## config.mk

```make
export PLATFORM = sky130hd
export DESIGN_NAME = f5_sweep_ctrl
export DESIGN_NICKNAME = d
export VERILOG_FILES = /design/src/rtl/f5_sweep_ctrl_pkg.sv /design/src/rtl/f5_sweep_ctrl_f5_logic.sv /design/src/rtl/f5_sweep_ctrl.sv
export SDC_FILE = /design/constraint.sdc
export NUM_CORES = 1
export LEC_CHECK = 0
export CORE_UTILIZATION = 27
export CTS_CLUSTER_DIAMETER = 150
export DETAILED_ROUTE_END_ITERATION = 6
export PLACE_DENSITY_LB_ADDON = 0.3
export SETUP_SLACK_MARGIN = 0.15
export SYNTH_ARGS = -nofsm -noshare
export SYNTH_HDL_FRONTEND = slang
export SYNTH_SLANG_ARGS = --single-unit
```

## constraint.sdc

```tcl
create_clock -name clk -period 3.8 [get_ports clk]
set_clock_uncertainty 0.15 [all_clocks]
set_input_delay 1.14 -clock clk [delete_from_list [all_inputs] [get_ports clk]]
set_output_delay 1.14 -clock clk [all_outputs]
set_load 0.02 [all_outputs]
```

## src/rtl/f5_sweep_ctrl_pkg.sv

```systemverilog
// Purpose: shared types and constants for the f5 truth-table sweep controller.
// Latency: n/a (declarations only).
// Backpressure: n/a.
package f5_sweep_ctrl_pkg;

    typedef enum logic [1:0] {
        ST_IDLE    = 2'd0,
        ST_APPLY   = 2'd1,
        ST_CAPTURE = 2'd2,
        ST_FIN     = 2'd3
    } state_t;

    localparam int N_VEC = 32;
    localparam int VEC_W = 5;

    // Last vector index of a sweep; reaching it sends the FSM to FIN.
    localparam logic [VEC_W-1:0] LAST_VEC = VEC_W'(N_VEC - 1);

    // Golden truth table: bit k = F for {A,B,C,D,E} = k, A is the MSB.
    localparam logic [N_VEC-1:0] DEF_EXP_TABLE = 32'hC2008686;

endpackage

```

## src/rtl/f5_sweep_ctrl_f5_logic.sv

```systemverilog
// Purpose: the shared 5-input combinational function F(A,B,C,D,E).
// Latency: purely combinational, zero cycles.
// Backpressure: none; output follows input continuously.
module f5_logic (
    input  logic [4:0] vec,
    output logic       f
);
    logic a;
    logic b;
    logic c;
    logic d;
    logic e;

    assign {a, b, c, d, e} = vec;

    assign f = ((~a | b) & ((c & d & e) | (~c & ~d & e)))
             | (~a & ~c & d & ~e)
             | (a & b & c & d);

endmodule

```

## src/rtl/f5_sweep_ctrl.sv

```systemverilog
// Purpose: sweeps all 32 vectors through f5_logic, captures/checks the table; shares f5_logic with one external requester.
// Latency: start-to-done 32*(SETTLE+1)+1 cycles; external lookup result one cycle after grant.
// Backpressure: external requests are only granted in IDLE without a same-cycle start; requester holds ext_req until ext_gnt.
module f5_sweep_ctrl
    import f5_sweep_ctrl_pkg::*;
#(
    parameter int          SETTLE    = 0,
    parameter logic [31:0] EXP_TABLE = DEF_EXP_TABLE
) (
    input  logic        clk,
    input  logic        rst,
    input  logic        start,
    input  logic        ext_req,
    input  logic [4:0]  ext_vec,
    output logic        ext_gnt,
    output logic        ext_valid,
    output logic        ext_f,
    output logic        busy,
    output logic        done,
    output logic        pass,
    output logic [5:0]  ones_cnt,
    output logic [31:0] tt_table,
    output logic [4:0]  cur_vec
);
    // Wait-counter terminal value; with SETTLE=0 the APPLY state is skipped entirely.
    localparam logic [2:0] SETTLE_LAST = (SETTLE == 0) ? 3'd0 : 3'(SETTLE - 1);
    localparam state_t     VEC_ENTRY   = (SETTLE == 0) ? ST_CAPTURE : ST_APPLY;

    state_t     state_q;
    state_t     state_d;
    logic [2:0] wait_q;
    logic [5:0] acc_q;
    logic [5:0] acc_next;
    logic [4:0] f_vec;
    logic       f_out;
    logic       last_vec;

    assign busy     = (state_q == ST_APPLY) || (state_q == ST_CAPTURE);
    assign done     = (state_q == ST_FIN);
    assign f_vec    = busy ? cur_vec : ext_vec;
    assign last_vec = (cur_vec == LAST_VEC);
    assign acc_next = acc_q + {5'd0, f_out};

    f5_logic u_f5 (
        .vec (f_vec),
        .f   (f_out)
    );

    // Next-state and external grant; start takes priority over a same-cycle ext_req.
    always_comb begin
        state_d = state_q;
        ext_gnt = 1'b0;
        case (state_q)
            ST_IDLE: begin
                if (start) begin
                    state_d = VEC_ENTRY;
                end else begin
                    ext_gnt = ext_req;
                end
            end
            ST_APPLY: begin
                if (wait_q == SETTLE_LAST) begin
                    state_d = ST_CAPTURE;
                end
            end
            ST_CAPTURE: begin
                state_d = last_vec ? ST_FIN : VEC_ENTRY;
            end
            ST_FIN: begin
                state_d = ST_IDLE;
            end
            default: begin
                state_d = ST_IDLE;
            end
        endcase
    end

    // State, sweep datapath and external lookup registers.
    always_ff @(posedge clk) begin
        if (rst) begin
            state_q   <= ST_IDLE;
            wait_q    <= 3'd0;
            acc_q     <= 6'd0;
            cur_vec   <= 5'd0;
            tt_table  <= 32'd0;
            ones_cnt  <= 6'd0;
            pass      <= 1'b0;
            ext_f     <= 1'b0;
            ext_valid <= 1'b0;
        end else begin
            state_q   <= state_d;
            ext_valid <= ext_gnt;
            if (ext_gnt) begin
                ext_f <= f_out;
            end
            case (state_q)
                ST_IDLE: begin
                    if (start) begin
                        cur_vec  <= 5'd0;
                        tt_table <= 32'd0;
                        acc_q    <= 6'd0;
                        wait_q   <= 3'd0;
                    end
                end
                ST_APPLY: begin
                    wait_q <= (wait_q == SETTLE_LAST) ? 3'd0 : wait_q + 3'd1;
                end
                ST_CAPTURE: begin
                    tt_table[cur_vec] <= f_out;
                    acc_q             <= acc_next;
                    if (last_vec) begin
                        // Results are published here so they are visible in the FIN (done) cycle.
                        ones_cnt <= acc_next;
                        pass     <= ({f_out, tt_table[30:0]} == EXP_TABLE);
                    end else begin
                        cur_vec <= cur_vec + 5'd1;
                    end
                end
                default: begin
                end
            endcase
        end
    end

endmodule

```

==> results.sh <==
export IMPL_fin_ws_ns=0.2585
export IMPL_synth_top_area_cell="sky130_fd_sc_hd__dfxtp_1"
export IMPL_hp_class="reg -> reg"
export IMPL_route_detailed_drc=0
export IMPL_place_gp_congestion=0.7608
export IMPL_clock_sinks=57
export IMPL_power_static_leakage_nw=1.236
export IMPL_powerDensity_nw_per_um2=357.0
export IMPL_final_nets=386
export IMPL_postCtsSetupBuffers=0
export IMPL_setup_worst_path_class="in -> out"
export IMPL_port_buffers=57
export IMPL_insertion_delay_ns=0.34
export IMPL_drtIter0Drc=127
export IMPL_yosys_cell_types_count=46
export IMPL_tightest_pin_transition_ns=0.5856
export IMPL_avgRoutedWirePerCell_um=15.98
export IMPL_postSynthCellCount=307
export IMPL_antenna_violating_nets_post_route=0
export IMPL_route_detailed_vias_per_inst=5.146
export IMPL_drive_above_1_share_pct=8.696
export IMPL_area_used_by_multi_input_combinational_logic_sq_um=1509
export IMPL_final_min_period_over_clock_period_pct=93.20
export IMPL_clkTransAtPathRegs_ns=0.07
export IMPL_synth_top_area_share_pct=40.86
export IMPL_floorplan_die_height_um=103.7
export IMPL_cts_root_buf="sky130_fd_sc_hd__clkbuf_8"
export IMPL_holdWs_ns=0.3191
export IMPL_crit_path_max_fanout=2
export IMPL_max_cap_viol_count=0
export IMPL_rsz0062_at_grt="false"
export IMPL_synth_ff_latch_count=57
export IMPL_crit_required_ns=2.51
export IMPL_wirelength_mm=8.006
export IMPL_detailedRoute_firstPassIterationCount=4
export IMPL_num_antenna_cells=0
export IMPL_ys_dominant_reg_cell="sky130_fd_sc_hd__dfxtp_1"
export IMPL_layout_core_utilization_pct=37.11
export IMPL_mappedNetlistNets=330
export IMPL_cts_root_to_sink_buffers=2
export IMPL_irDropWorstVdd_mv=0.1777
export IMPL_timing_fmax_mhz=282.4
export IMPL_gr_total_overflow=0
export IMPL_cts_htree_levels=3
export IMPL_run_status="complete, no violations"
export IMPL_fin_crit_ns=3.542
export IMPL_register_area_sq_um=1141
export IMPL_floorplan_io_pins=58
export IMPL_floorplan_initialDensity_pct=28.18
export IMPL_grt_max_degree=35
export IMPL_synth_cell_area_sq_um=2793
export IMPL_worstSetupEndpointType="primary output"
export IMPL_yosysMostFrequentCell="sky130_fd_sc_hd__dfxtp_1"
export IMPL_design_core_area_sq_um=9910
export IMPL_fp_row_count=36
export IMPL_netlist_top_cells_area="sky130_fd_sc_hd__dfxtp_1, sky130_fd_sc_hd__o211ai_1, sky130_fd_sc_hd__o31ai_1"
export IMPL_detailedPlacementHpwl_mm=5.559
export IMPL_place_worst_setup_slack_ns=-0.09395
export IMPL_vias=2578
export IMPL_groute_usage_overall_pct=15.10
export IMPL_proportion_of_synthesized_flip_flops_having_asynchronous_set_or_reset_pct=0
export IMPL_synth_yosys_seq_area_share_pct=40.86
export IMPL_ys_warnings_count=0
export IMPL_first_global_vias=2425
export IMPL_setup_viol_count_final=0
export IMPL_synth_cells_most_frequent="sky130_fd_sc_hd__dfxtp_1, sky130_fd_sc_hd__o211ai_1, sky130_fd_sc_hd__o31ai_1"
export IMPL_horiz_die_dim_um=103.7
export IMPL_critical_path_start_type="primary input"
export IMPL_die_area_sq_um=10750
export IMPL_cts_buffers_inserted=9
export IMPL_nFillCells=1032
export IMPL_drv_slew=0
export IMPL_synth_edff_count=0
export IMPL_areaGrowthSynthToFinish_pct=31.68
export IMPL_grt_first_pass_wirelength_mm=12.96
export IMPL_maxSlewHeadroom_pct=60.84
export IMPL_tritoncts="done"
export IMPL_hold_violations=0
export IMPL_timing_critical_path_arrival_ns=2.25
export IMPL_synthesis_area_per_instance_sq_um=9.097
export IMPL_grt_antenna_before_repair=0
==> kinds of logic after synthesis <==
| logic type | synth area share, % |
|---|---|
| xor+xnor | 2.195 |
| simple gates | 19.62 |
| flops | 40.86 |
| mux | 0.3584 |
| fa+ha+maj | 6.272 |
| compound gates | 25.49 |
| buf+inv | 5.197 |
==> metal layers <==
metal / GRT usage [%] / share of wire (%) / up-vias
met5: 0 / 0 / -
met4: 5.306 / 1.6 / 0
met3: 3.902 / 5.8 / 17
met2: 24.21 / 47 / 70
met1: 19.59 / 46 / 1230
li1: - / - / 1261
==> flip-flops by register name, summed over array words and instances (netlist names) <==
| name | flops |
|---|---|
| tt_table | 32 |
| acc_q | 6 |
| ones_cnt | 6 |
| cur_vec | 5 |
| wait_q | 3 |
| state_q | 2 |
| ext_f | 1 |
| ext_valid | 1 |
| pass | 1 |
==> final timing paths <==
kind | from | to | slack, ns | depth (start not counted)
worst max-delay path | start | ext_gnt | 0.26 | 5
worst min-delay path | ones_cnt[0] | ones_cnt[0] | 0.32 | 2
worst max register to register | cur_vec[4] | acc_q[4] | 0.98 | 11
worst min register to register | ones_cnt[0] | ones_cnt[0] | 0.32 | 2
==> where the power goes <==
part | internal, mW | switching (mW) | leakage (nW) | total, mW
logic | 0.0392 | 0.0824 | 0.678 | 0.122
registers | 0.601 | 0.00481 | 0.460 | 0.606
clock network | 0.321 | 0.264 | 0.0985 | 0.585
total | 0.962 | 0.351 | 1.24 | 1.31
==> cell type report <==
class	instances	area share, %
Multi-Input combinational cell	221	41.03
Tap cell	133	4.525
Clock inverter	6	1.837
Clock buffer	10	3.743
Inverter	11	1.123
Timing Repair Buffer	63	16.71
Sequential cell	57	31.03
==> stage by stage <==
step                      total power, mW  cells  TNS [ns]  cell area, sq um
final                               1.313    501         0              3677
after global routing                1.361    501         0              3677
after CTS                           1.325    501         0              3677
after detailed placement           0.7411    485  -0.09395              3471
after global placement             0.7395    485  -0.08631              3471
after floorplan                    0.7011    307         0              2793
==> layout by cell type, fill, tap and decap left out, types with 7 or more instances in the layout <==
master and count:
sky130_fd_sc_hd__nand2b_1 7, sky130_fd_sc_hd__nand2_1 22, sky130_fd_sc_hd__dfxtp_1 57, sky130_fd_sc_hd__o21ai_0 7, sky130_fd_sc_hd__clkbuf_8 10, sky130_fd_sc_hd__o211ai_1 30, sky130_fd_sc_hd__a21oi_1 10, sky130_fd_sc_hd__clkdlybuf4s50_1 56
sky130_fd_sc_hd__ha_1 14, sky130_fd_sc_hd__nor2_1 23, sky130_fd_sc_hd__o31ai_1 30, sky130_fd_sc_hd__inv_1 11, sky130_fd_sc_hd__nand3_1 13
==> worst max-delay path, stage by stage <==
cell	delay, ns
sky130_fd_sc_hd__clkdlybuf4s50_1	0.45
sky130_fd_sc_hd__nor2b_2	0.20
sky130_fd_sc_hd__nand2_1	0.09
sky130_fd_sc_hd__inv_1	0.05
sky130_fd_sc_hd__dlygate4sd2_1	0.32
==> timing repair <==
item	CTS	global route
setup endpoints to repair	1	0
gates resized for setup	2	0
hold buffers	0	0
No activity file was read; power rests on OpenSTA's default activity.
